===== src/rtl/router_pkg.sv =====
`default_nettype none
// ============================================================================
//  Module      : router_pkg
//  Description : Definitions shared by the router input FIFO, the per-output
//                arbiters and the LBDR routing logic: flit width, port
//                enumeration, default FIFO depth, flit type, write-side
//                handshake state encoding and a multi-hot helper.
//  Revision    : 1.0  initial release
// ============================================================================
package router_pkg;

  localparam int FLIT_WIDTH = 32;
  localparam int FIFO_DEPTH = 4;
  localparam int NUM_PORTS  = 5;

  // Bit position of each port inside any per-port request/grant vector.
  typedef enum logic [2:0] {
    PORT_N = 3'd0,
    PORT_E = 3'd1,
    PORT_W = 3'd2,
    PORT_S = 3'd3,
    PORT_L = 3'd4
  } port_e;

  typedef logic [FLIT_WIDTH-1:0] flit_t;

  // Ingress RTS/CTS handshake states.
  typedef enum logic [0:0] {
    WR_IDLE = 1'b0,
    WR_ACK  = 1'b1
  } wr_state_e;

  // True when more than one bit of a per-port vector is set.
  function automatic logic multi_hot(input logic [NUM_PORTS-1:0] v);
    return ($countones(v) > 1);
  endfunction

endpackage : router_pkg
`default_nettype wire


===== src/rtl/fifo_mem.sv =====
`default_nettype none
// ============================================================================
//  Module      : fifo_mem
//  Description : DEPTH x DATA_WIDTH register file with one synchronous write
//                port and one asynchronous read port. Storage is not reset.
//  Ports       : clk        - rising-edge clock
//                i_wr_en    - write strobe
//                i_wr_addr  - write index
//                i_wr_data  - write data
//                i_rd_addr  - read index
//                o_rd_data  - contents of entry i_rd_addr (combinational)
//  Revision    : 1.0  initial release
// ============================================================================
module fifo_mem #(
  parameter int DATA_WIDTH = 32,
  parameter int DEPTH      = 4,
  parameter int ADDR_W     = $clog2(DEPTH)
) (
  input  logic                  clk,
  input  logic                  i_wr_en,
  input  logic [ADDR_W-1:0]     i_wr_addr,
  input  logic [DATA_WIDTH-1:0] i_wr_data,
  input  logic [ADDR_W-1:0]     i_rd_addr,
  output logic [DATA_WIDTH-1:0] o_rd_data
);

  logic [DATA_WIDTH-1:0] r_mem [DEPTH];

  always_ff @(posedge clk) begin
    if (i_wr_en) begin
      r_mem[i_wr_addr] <= i_wr_data;
    end
  end

  assign o_rd_data = r_mem[i_rd_addr];

endmodule : fifo_mem
`default_nettype wire


===== src/rtl/router_input_fifo.sv =====
`default_nettype none
// ============================================================================
//  Module      : router_input_fifo
//  Description : Input buffer for one router port. Accepts flits over the
//                RTS/CTS link handshake, stores them in a DEPTH-entry
//                circular FIFO, presents the head flit to the crossbar and
//                pops it when any output arbiter grants this input.
//  Ports       : clk           - rising-edge clock
//                rst           - asynchronous active-high reset
//                RX            - incoming flit, stable while DRTS=1
//                DRTS          - upstream request-to-send
//                CTS           - one-cycle clear-to-send pulse to upstream
//                read_en_N..L  - pop requests (arbiter grants)
//                Data_out      - head flit, valid when empty=0
//                empty / full  - occupancy flags
//                err_multi_rd  - sticky: more than one read_en in a cycle
//  Revision    : 1.0  initial release
// ============================================================================
module router_input_fifo
  import router_pkg::*;
#(
  parameter int DATA_WIDTH = FLIT_WIDTH,
  parameter int DEPTH      = FIFO_DEPTH
) (
  input  logic                  clk,
  input  logic                  rst,
  input  logic [DATA_WIDTH-1:0] RX,
  input  logic                  DRTS,
  output logic                  CTS,
  input  logic                  read_en_N,
  input  logic                  read_en_E,
  input  logic                  read_en_W,
  input  logic                  read_en_S,
  input  logic                  read_en_L,
  output logic [DATA_WIDTH-1:0] Data_out,
  output logic                  empty,
  output logic                  full,
  output logic                  err_multi_rd
);

  localparam int               c_ADDR_W  = $clog2(DEPTH);
  localparam logic [c_ADDR_W:0] c_PTR_ONE = {{c_ADDR_W{1'b0}}, 1'b1};

  // Pointers carry one extra MSB that toggles on every wrap, so equal index
  // bits can be told apart as empty (same lap) or full (different lap).
  logic [c_ADDR_W:0]       r_wr_ptr;
  logic [c_ADDR_W:0]       r_rd_ptr;
  wr_state_e               r_state;
  logic                    r_cts;
  logic                    r_err_multi_rd;

  logic [NUM_PORTS-1:0]    w_rd_vec;
  logic                    w_empty;
  logic                    w_full;
  logic                    w_wr;
  logic                    w_rd;
  logic [DATA_WIDTH-1:0]   w_head;

  // Bit order follows port_e (N at bit 0 ... L at bit 4).
  assign w_rd_vec = {read_en_L, read_en_S, read_en_W, read_en_E, read_en_N};

  assign w_empty = (r_wr_ptr == r_rd_ptr);
  assign w_full  = (r_wr_ptr[c_ADDR_W-1:0] == r_rd_ptr[c_ADDR_W-1:0]) &&
                   (r_wr_ptr[c_ADDR_W] != r_rd_ptr[c_ADDR_W]);

  // Full is judged on the pre-pop occupancy: a flit offered while full waits
  // for the next IDLE cycle even if a pop happens on the same edge.
  assign w_wr = (r_state == WR_IDLE) && DRTS && !w_full;
  assign w_rd = (|w_rd_vec) && !w_empty;

  always_ff @(posedge clk or posedge rst) begin
    if (rst) begin
      r_state        <= WR_IDLE;
      r_cts          <= 1'b0;
      r_wr_ptr       <= '0;
      r_rd_ptr       <= '0;
      r_err_multi_rd <= 1'b0;
    end else begin
      // The ACK cycle gives the sender time to drop RTS before it is sampled
      // again, so a single RTS assertion never writes twice.
      case (r_state)
        WR_IDLE: begin
          if (w_wr) begin
            r_state <= WR_ACK;
            r_cts   <= 1'b1;
          end else begin
            r_cts   <= 1'b0;
          end
        end
        WR_ACK: begin
          r_state <= WR_IDLE;
          r_cts   <= 1'b0;
        end
        default: begin
          r_state <= WR_IDLE;
          r_cts   <= 1'b0;
        end
      endcase

      if (w_wr) begin
        r_wr_ptr <= r_wr_ptr + c_PTR_ONE;
      end
      // Multiple grants still pop only one flit.
      if (w_rd) begin
        r_rd_ptr <= r_rd_ptr + c_PTR_ONE;
      end
      if (multi_hot(w_rd_vec)) begin
        r_err_multi_rd <= 1'b1;
      end
    end
  end

  fifo_mem #(
    .DATA_WIDTH (DATA_WIDTH),
    .DEPTH      (DEPTH),
    .ADDR_W     (c_ADDR_W)
  ) u_fifo_mem (
    .clk       (clk),
    .i_wr_en   (w_wr),
    .i_wr_addr (r_wr_ptr[c_ADDR_W-1:0]),
    .i_wr_data (RX),
    .i_rd_addr (r_rd_ptr[c_ADDR_W-1:0]),
    .o_rd_data (w_head)
  );

  // Storage is not reset, so the head is forced to zero while nothing valid
  // is stored; this also gives Data_out a defined value out of reset.
  assign Data_out     = w_empty ? '0 : w_head;
  assign empty        = w_empty;
  assign full         = w_full;
  assign CTS          = r_cts;
  assign err_multi_rd = r_err_multi_rd;

endmodule : router_input_fifo
`default_nettype wire

===== config.mk =====
export PLATFORM = sky130hd
export DESIGN_NAME = router_input_fifo
export DESIGN_NICKNAME = d
export VERILOG_FILES = /design/src/rtl/router_pkg.sv /design/src/rtl/fifo_mem.sv /design/src/rtl/router_input_fifo.sv
export SDC_FILE = /design/constraint.sdc
export NUM_CORES = 1
export LEC_CHECK = 0
export CAP_MARGIN = 20
export CORE_ASPECT_RATIO = 0.75
export CORE_MARGIN = 2
export CORE_UTILIZATION = 48
export DETAILED_ROUTE_END_ITERATION = 7
export MAX_ROUTING_LAYER = met4
export PLACE_DENSITY = 0.78
export SLEW_MARGIN = 20
export SYNTH_ARGS = -nofsm -noshare
export SYNTH_HDL_FRONTEND = slang
export SYNTH_HIERARCHICAL = 1
export SYNTH_SLANG_ARGS = --single-unit

===== constraint.sdc =====
create_clock -name clk -period 6.75 [get_ports clk]
set_input_delay 2.025 -clock clk [delete_from_list [all_inputs] [get_ports clk]]
set_output_delay 2.025 -clock clk [all_outputs]
set_load 0.03 [all_outputs]

Word-level counts from Yosys, hierarchy flattened
Memory sizes are Yosys's and may differ from the RTL's.
Index checks and enable logic that the tools add are counted.
{"block": "word_totals", "n_memories": 1, "ram_bits": 128, "word_cells": 27, "register_bits": 8}
{"block": "classes", "n_mux": 4, "reduce_logical": 7, "n_bitwise": 1, "n_addsub": 6, "eq_ne": 3, "magnitude_cmp": 1}
{"memory": "u_fifo_mem.r_mem", "words": 4, "width": 32, "rd": 1, "rd_clocked_by_memory_dff": 0, "wr": 1, "line": "fifo_mem.sv:27", "text": "logic [DATA_WIDTH-1:0] r_mem [DEPTH];"}
{"op": "32-bit two-way mux", "count": 1}
{"op": "3-bit by 1-bit adder with 3-bit output, second input constant", "count": 2}
{"op": "5-bit OR reduction", "count": 1}
{"op": "1-bit by 1-bit adder with 2-bit output", "count": 2}
{"op": "3-bit by 1-bit adder with 4-bit output", "count": 1}
{"op": "4-bit by 1-bit greater-than comparator with 1-bit output, second input constant", "count": 1}
{"op": "1-bit logical AND", "count": 4}
{"op": "2-bit by 2-bit adder with 3-bit output", "count": 1}
{"op": "3-bit == test", "count": 1}
{"op": "2-bit == test", "count": 1}
{"op": "1-bit zero test", "count": 2}
{"op": "1-bit two-way mux", "count": 2}
{"op": "1-bit one-hot mux with 2 select lines", "count": 1}
{"op": "1-bit != test", "count": 1}
{"op": "1-bit inverter", "count": 1}

Logic depth before layout (Yosys ltp)
Gate-level depths: netlist of the first run.
{"block": "depth", "depth_word": 6, "mapped_depth": 5, "mapped_depth_nobuf": 5}

Hierarchy
The synthesis of the first run kept the hierarchy.
{"module": "fifo_mem", "seq_area_each_um2": 3843.7, "n_inst": 1, "area_per_inst_um2": 4689.5, "cells_each": 171}
{"module": "router_input_fifo", "seq_area_each_um2": 200.2, "n_inst": 1, "area_per_inst_um2": 710.7, "cells_each": 74}

Worst setup path before layout of the first run
OpenSTA, ideal clock, no wires.
{"block": "synth_timing", "path_kind": "input to register", "from": "input DRTS", "to": "memory u_fifo_mem.r_mem[0][0], enable pin", "arrival_ns": 4.804, "path_buffers": 0, "stages": 3, "slack_ns": 1.478, "t_required_ns": 6.282, "cell_sequence": "nand2b_1 a31oi_2 nor3b_1"}
{"block": "synth_via", "elab_chain_len": 4}
{"element": "from (decl)", "line": "router_input_fifo.sv:28", "text": "input logic DRTS,"}
{"element": "1-bit logical AND (2 in a row)", "line": "router_input_fifo.sv:68", "text": "assign w_wr = (r_state == WR_IDLE) && DRTS && !w_full;"}
{"element": "named net w_wr", "line": "router_input_fifo.sv:55", "text": "logic w_wr;"}
{"element": "1-bit two-way mux", "line": "fifo_mem.sv:30", "text": "if (i_wr_en) begin"}
{"element": "1-bit two-way mux (implied by the code)", "line": "fifo_mem.sv:31", "text": "r_mem[i_wr_addr] <= i_wr_data;"}
{"element": "to (decl)", "line": "fifo_mem.sv:27"}
The timed path passes the listed nets, and every way through them passes these cells.

Final worst setup path of the first run
{"block": "layout_timing", "from": "register r_rd_ptr[1]", "to": "output Data_out[6]"}
{"block": "layout_via", "elab_chain_len": 2, "word_cells_on_any_way": 3, "cone_classes": "1 x eq/ne; 1 x mux; 1 x memory"}
{"element": "from (decl)", "line": "router_input_fifo.sv:47", "text": "logic [c_ADDR_W:0] r_rd_ptr;"}
{"element": "from (signal assigned)", "line": "router_input_fifo.sv:105", "text": "r_rd_ptr <= r_rd_ptr + c_PTR_ONE;"}
{"element": "memory 4 x 32 bit or 3-bit == test (tied branches)"}
{"element": "32-bit two-way mux *", "line": "router_input_fifo.sv:128", "text": "assign Data_out = w_empty ? '0 : w_head;"}
{"element": "to (decl)", "line": "router_input_fifo.sv:35", "text": "output logic [DATA_WIDTH-1:0] Data_out,"}
Mark *: on every way between the ends. The rest lies on a longest branch, timed or not.

==> results.toml, run 1 <==
[run_status]
status = "complete, no violations"

[min_path]
hp-class = "flip-flop to flip-flop"
min_from = "err_multi_rd$_DFFE_PP0N_"
min_path_cells = 1
hold_end = "err_multi_rd$_DFFE_PP0N_"

[floorplan]
core_mm2 = 0.0109
die_w_um = 126
die_h_um = 95.9
pin_count = 76
row_count = 33
start_util_pct = 49.4
die_area_mm2 = 0.0121

[clocking]
cts_setup_buffers = 0
cts_tree = "yes"
clkSlewWorstSetupHoldPaths_ns = 0.05
cts_resized = 0
cts_hold_buf = 0
clock_sinks = 136
cts_buffer_depth = 2
htree_levels = 4
numCtsBuffers = 17
clk_latency_ns = 0.40
cts.root.buffer_cell = "clkbuf_16"

[global_routing]
grt_pass1_vias = 2824
grt.overflow.total = 0
grt_use_met3_pct = 5.67
antenna_found_initial = 0
gr-usage-met1_pct = 23.2
grt_max_degree = 36
grt_busiest_layer = "met2"
grt_usage_pct = 18.2
grt_pass1_wl_um = 15500
grtUsageMet2_pct = 29.2

[placement]
hpwlAfterDp_um = 5660
portBuffers = 75
gp_congestion = 0.695
pre_cts_ws_ns = 1.83
placed_cell_area_mm2 = 0.00626

[synth]
synthFlopType = "edfxtp_1"
synth_cell_types = 27
avgSynthCellArea_um2 = 22.0
ys_seq_area_share_pct = 74.9
synth_edf_count = 128
synth_top_cell_by_area = "edfxtp_1"
syn_inst = 245
ys_top_cells_by_area = "edfxtp_1 71%, mux4_2 13%, and2_1 3.7%"
yosysWarnings = 6
syn_area_mm2 = 0.00540
synth_top_cell_area_share_pct = 71.2
async_flop_share_pct = 5.88
synth_seq_cells = 136
synthesis.nets = 290
synth_most_common_cell = "edfxtp_1"
synth_common_cells = "128 x edfxtp_1, 32 x and2_1, 30 x mux4_2"

[critical_path]
worstSetupPathType = "flip-flop to output port"
critPathTopFamily = "buffers and inverters"
crit_fanout = 35
crit_buf_inv = 2
critPathMaxStageDelay_ns = 0.98
r2r_start = "r_rd_ptr[1]$_DFFE_PP0P_"
reg2reg_to = "u_fifo_mem/r_mem[2][20]$_DFFE_PP_"
r2r_slack_ns = 4.00
crit_chain = "xnor2_4 > nand3_1 > buf_4 > and2_1 > clkdlybuf4s50_1"
crit_slowest_cell = "dfrtp_2"
crit_path_end_kind = "output port"
start_kind = "flip-flop"
cp.required_ns = 4.72
ff2ff_path_depth = 3
cp.arrival_ns = 3.25

[layout]
final_nets = 377
diodes = 0
final_layout_size_suffix_gt1_share_pct = 20.3
fillers = 758
synthToLayoutAreaGrowth_pct = 26.4
final_area_mm2 = 0.00683

[sta]
finalCritPeriodShare_pct = 78.2
final.setup.tns_ns = 0
max-slew-margin-rel_pct = 37.1
setup_viol = 0
layout_setup_ws_ns = 1.47
max_freq_mhz = 189
drv_slew = 0
final_hold_viol_count = 0
clock_skew_ns = 0.00574
rsz0062_at_grt = "false"
worst_pin_slew_ns = 0.944
fin_crit_ns = 5.28

[detailed_routing]
drtAntennaViolNets = 0
wl_per_cell_um = 20.0
dr.pass1.iters = 4
viasPerCell = 5.37
first_iter_violations = 214
drt-total-wl_um = 9680
vias = 2605
drc = 0

[power]
ir_drop_mv = 0.319
p_leak_nw = 2.30
power_density_mw_per_mm2 = 538

[run]
cap_violations = 0
[layer usage]
| layer | share of wire, % | wire, µm |
|---|---|---|
| met5 | 0 | 0 |
| met3 | 5.7 | 551 |
| met1 | 44 | 4270 |
| met4 | 0.30 | 29 |
| met2 | 50 | 4830 |
[registers in the layout, indices dropped and copies added, names as in the netlist]
| name | count |
|---|---|
| u_fifo_mem/r_mem | 128 |
| r_rd_ptr | 3 |
| r_wr_ptr | 3 |
| CTS | 1 |
| err_multi_rd | 1 |
[layout make-up]
cell class | count | area, µm² | share of cell area, %
Sequential cell | 136 | 4050 | 59.3
Multi-Input combinational cell | 93 | 1240 | 18.2
Timing Repair Buffer | 78 | 773 | 11.3
Clock buffer | 20 | 437 | 6.40
Tap cell | 140 | 175 | 2.57
Clock inverter | 12 | 133 | 1.94
Inverter | 6 | 22.5 | 0.330
[per-stage QoR]
stage | hold WS (ns) | total power (W) | instances | util [%]
after floorplan | 0.498 | 0.00227 | 245 | -
after global placement | 0.466 | 0.00279 | 453 | 57.2
after detailed placement | 0.467 | 0.00282 | 453 | 57.2
after CTS | 0.481 | 0.00372 | 485 | 62.4
after global routing | 0.514 | 0.00386 | 485 | 62.4
final | 0.485 | 0.00368 | 485 | 62.4
[cells in the final DEF, fill, tap and decap left out, drive strengths merged, types with 4 or more instances in the layout]
| master | count |
|---|---|
| and2 | 32 |
| clkbuf | 20 |
| clkdlybuf4s50 | 75 |
| clkinv | 9 |
| dfrtp | 8 |
| edfxtp | 128 |
| ha | 4 |
| inv | 6 |
| mux4 | 32 |
| xor2 | 5 |
[kinds of logic (layout without fill, tap and decap cells)]
| family | count (synthesis) | after routing | synth area share (%) |
|---|---|---|---|
| buffers and inverters | 16 | 116 | 2.29 |
| multiplexers | 34 | 34 | 14.0 |
| flip-flops | 136 | 136 | 74.9 |
| adder cells (fa/ha/maj) | 5 | 5 | 1.30 |
| XOR/XNOR | 8 | 8 | 1.78 |
| AND/OR/NAND/NOR | 40 | 40 | 4.77 |
| AO/OA/AOI/OAI | 6 | 6 | 0.996 |
[power by group]
group / switching (W) / internal (W) / leakage [nW]
Clock: 0.000306 / 0.000573 / 0.286
Combinational: 0.000855 / 0.000712 / 0.757
Sequential: 0.000109 / 0.00112 / 1.25
[how the worst max path moves through the flow]
| stage | start | endpoint | depth (start not counted) |
|---|---|---|---|
| floorplan | DRTS | u_fifo_mem/r_mem[0][0]$_DFFE_PP_ | 3 |
| global placement | r_rd_ptr[1]$_DFFE_PP0P_ | Data_out[25] | 5 |
| detailed placement | r_rd_ptr[1]$_DFFE_PP0P_ | Data_out[1] | 5 |
| CTS | r_rd_ptr[1]$_DFFE_PP0P_ | Data_out[6] | 5 |
| global route | r_rd_ptr[1]$_DFFE_PP0P_ | Data_out[10] | 5 |
| finish | r_rd_ptr[1]$_DFFE_PP0P_ | Data_out[6] | 5 |
(Power assumes the default switching activity.)
==> run 2: changes to the inputs <==
Settings changed: PLACE_DENSITY 0.78 to 0.8.
Clock period 6.75 ns to 4.8 ns, I/O delays scaled along.
==> run 2 against run 1 <==
Cell count is the same. Count of clock-buffer cells in the layout stayed put. Global-route usage grew 0.40 points. Setup slack got worse by 0.95 ns. Critical path depth unchanged. Critical path type unchanged.
==> results.toml, run 2 (same netlist as run 1, synthesis figures left out) <==
[floorplan]
pin_count = 76
die_w_um = 126
row_count = 33
core_mm2 = 0.0109
start_util_pct = 49.4
die_area_mm2 = 0.0121
die_h_um = 95.9

[global_routing]
grt_pass1_wl_um = 15700
gr-usage-met1_pct = 24.3
grt_max_degree = 35
grt_usage_pct = 18.6
grtUsageMet2_pct = 27.9
grt_busiest_layer = "met2"
grt_pass1_vias = 2845
antenna_found_initial = 0
grt_use_met3_pct = 6.28
grt.overflow.total = 0

[critical_path]
cp.required_ns = 3.36
crit_buf_inv = 2
critPathTopFamily = "buffers and inverters"
cp.arrival_ns = 2.84
critPathMaxStageDelay_ns = 0.60
critPathLaunch = "r_wr_ptr[0]$_DFFE_PP0P_"
crit_path_end_kind = "output port"
crit_chain = "xnor2_2 > nand3_1 > buf_4 > and2_1 > clkdlybuf4s50_1"
reg2reg_to = "u_fifo_mem/r_mem[3][29]$_DFFE_PP_"
r2r_slack_ns = 2.48
crit_slowest_cell = "clkdlybuf4s50_1"
start_kind = "flip-flop"
worstSetupPathType = "flip-flop to output port"
crit_fanout = 19
r2r_start = "r_wr_ptr[0]$_DFFE_PP0P_"
worstSetupPathDepth = 5
cp-endpoint = "Data_out[4]"
ff2ff_path_depth = 3

[layout]
largest_reg_flops = 128
fillers = 740
layout_commonest_cell = "edfxtp_1"
top_register = "u_fifo_mem/r_mem"
reg.largest.list = "u_fifo_mem/r_mem: 128 flops, r_rd_ptr: 3 flops, r_wr_ptr: 3 flops"
diodes = 0
fin_util_pct = 62.7
final_layout_size_suffix_gt1_share_pct = 20.6
final_cell_mix = "128 x edfxtp_1, 74 x clkdlybuf4s50_1, 32 x and2_1"
final-instance-count-excl-fill = 485
synthToLayoutAreaGrowth_pct = 26.9
final_nets = 378

[detailed_routing]
wl_per_cell_um = 20.3
drc = 0
drt-total-wl_um = 9850
drtAntennaViolNets = 0
vias = 2642
first_iter_violations = 189
dr.pass1.iters = 4
viasPerCell = 5.45

[clocking]
cts_setup_buffers = 0
htree_levels = 4
cts_buffer_depth = 2
clk_latency_ns = 0.41
cts_tree = "yes"
cts_resized = 0
cts.root.buffer_cell = "clkbuf_16"
cts_hold_buf = 0
numCtsBuffers = 17
clkSlewWorstSetupHoldPaths_ns = 0.05
clock_sinks = 136

[power]
p_leak_nw = 2.31
power_density_mw_per_mm2 = 764
ir_drop_mv = 0.426

[placement]
place_inst = 454
gp_congestion = 0.743
portBuffers = 75
hpwlAfterDp_um = 5550

[sta]
clock_skew_ns = 0.00758
final_hold_viol_count = 0
setup_viol = 0
fin_crit_ns = 4.28
holdWs_ns = 0.476
max-slew-margin-rel_pct = 41.2
final.setup.tns_ns = 0
max_freq_mhz = 234
rsz0062_at_grt = "false"
finalCritPeriodShare_pct = 89.2
drv_slew = 0
worst_pin_slew_ns = 0.883

[min_path]
hp-class = "flip-flop to flip-flop"

[run_status]
status = "complete, no violations"

[run]
cap_violations = 0
[run 2: cell count changes in the layout (fill, tap and decap cells not counted), sizes merged]
cell	previous run	this run
buf	3	5
bufinv	3	4
clkdlybuf4s50	75	74
clkinv	9	6
clkinvlp	0	1
[run 2: power breakdown]
part	internal [W]	leakage (nW)	total, W	switching [W]
Sequential	0.00158	1.25	0.00167	0.0000899
Combinational	0.00100	0.763	0.00227	0.00127
Clock	0.000858	0.288	0.00130	0.000441
Total	0.00344	2.31	0.00524	0.00180
[run 2: through the flow]
stage	worst slack, ns	instance area, µm²	total power [W]
6_report	0.518	6860	0.00524
3_5_place_dp	0.933	6260	0.00397
2_1_floorplan	0.113	5400	0.00320
4_1_cts	0.483	6860	0.00530
5_1_grt	0.326	6860	0.00549
3_3_place_gp	0.932	6260	0.00393
[run 2: per-layer routing]
layer / vias up / share of wire (%)
li1: 1170 / -
met1: 1364 / 44
met2: 96 / 48
met3: 12 / 7.1
met4: 0 / 1.4
met5: - / 0
[run 2: worst min-delay path by stage]
stage	startpoint	to	slack, ns	cells after the start
floorplan	r_wr_ptr[2]$_DFFE_PP0P_	r_wr_ptr[2]$_DFFE_PP0P_	0.50	1
global placement	err_multi_rd$_DFFE_PP0N_	err_multi_rd$_DFFE_PP0N_	0.46	1
detailed placement	err_multi_rd$_DFFE_PP0N_	err_multi_rd$_DFFE_PP0N_	0.46	1
CTS	err_multi_rd$_DFFE_PP0N_	err_multi_rd$_DFFE_PP0N_	0.48	1
global route	err_multi_rd$_DFFE_PP0N_	err_multi_rd$_DFFE_PP0N_	0.51	1
finish	err_multi_rd$_DFFE_PP0N_	err_multi_rd$_DFFE_PP0N_	0.48	1
[run 2: final cells by class]
class                   count  area [µm²]  area share [%]
clock buffers              20         437            6.37
clock inverters            11         155            2.26
inverters                   6        22.5           0.329
multi-input cells          93        1240            18.1
flip-flops and latches    136        4050            59.0
well taps                 140         175            2.56
repair buffers             79         778            11.4
[run 2: worst register-to-register path, cell delays in order (launching register included)]
cell     delay [ns]
dfrtp_1        0.47
xnor2_2        0.24
a31oi_2        0.37
and3_2         0.84
==> run 3: changes to the inputs <==
Settings changed: GPL_TIMING_DRIVEN set to 1.
==> results of run 3 <==
Same layout as run 2: the final DEF is identical, and so are final timing and power.
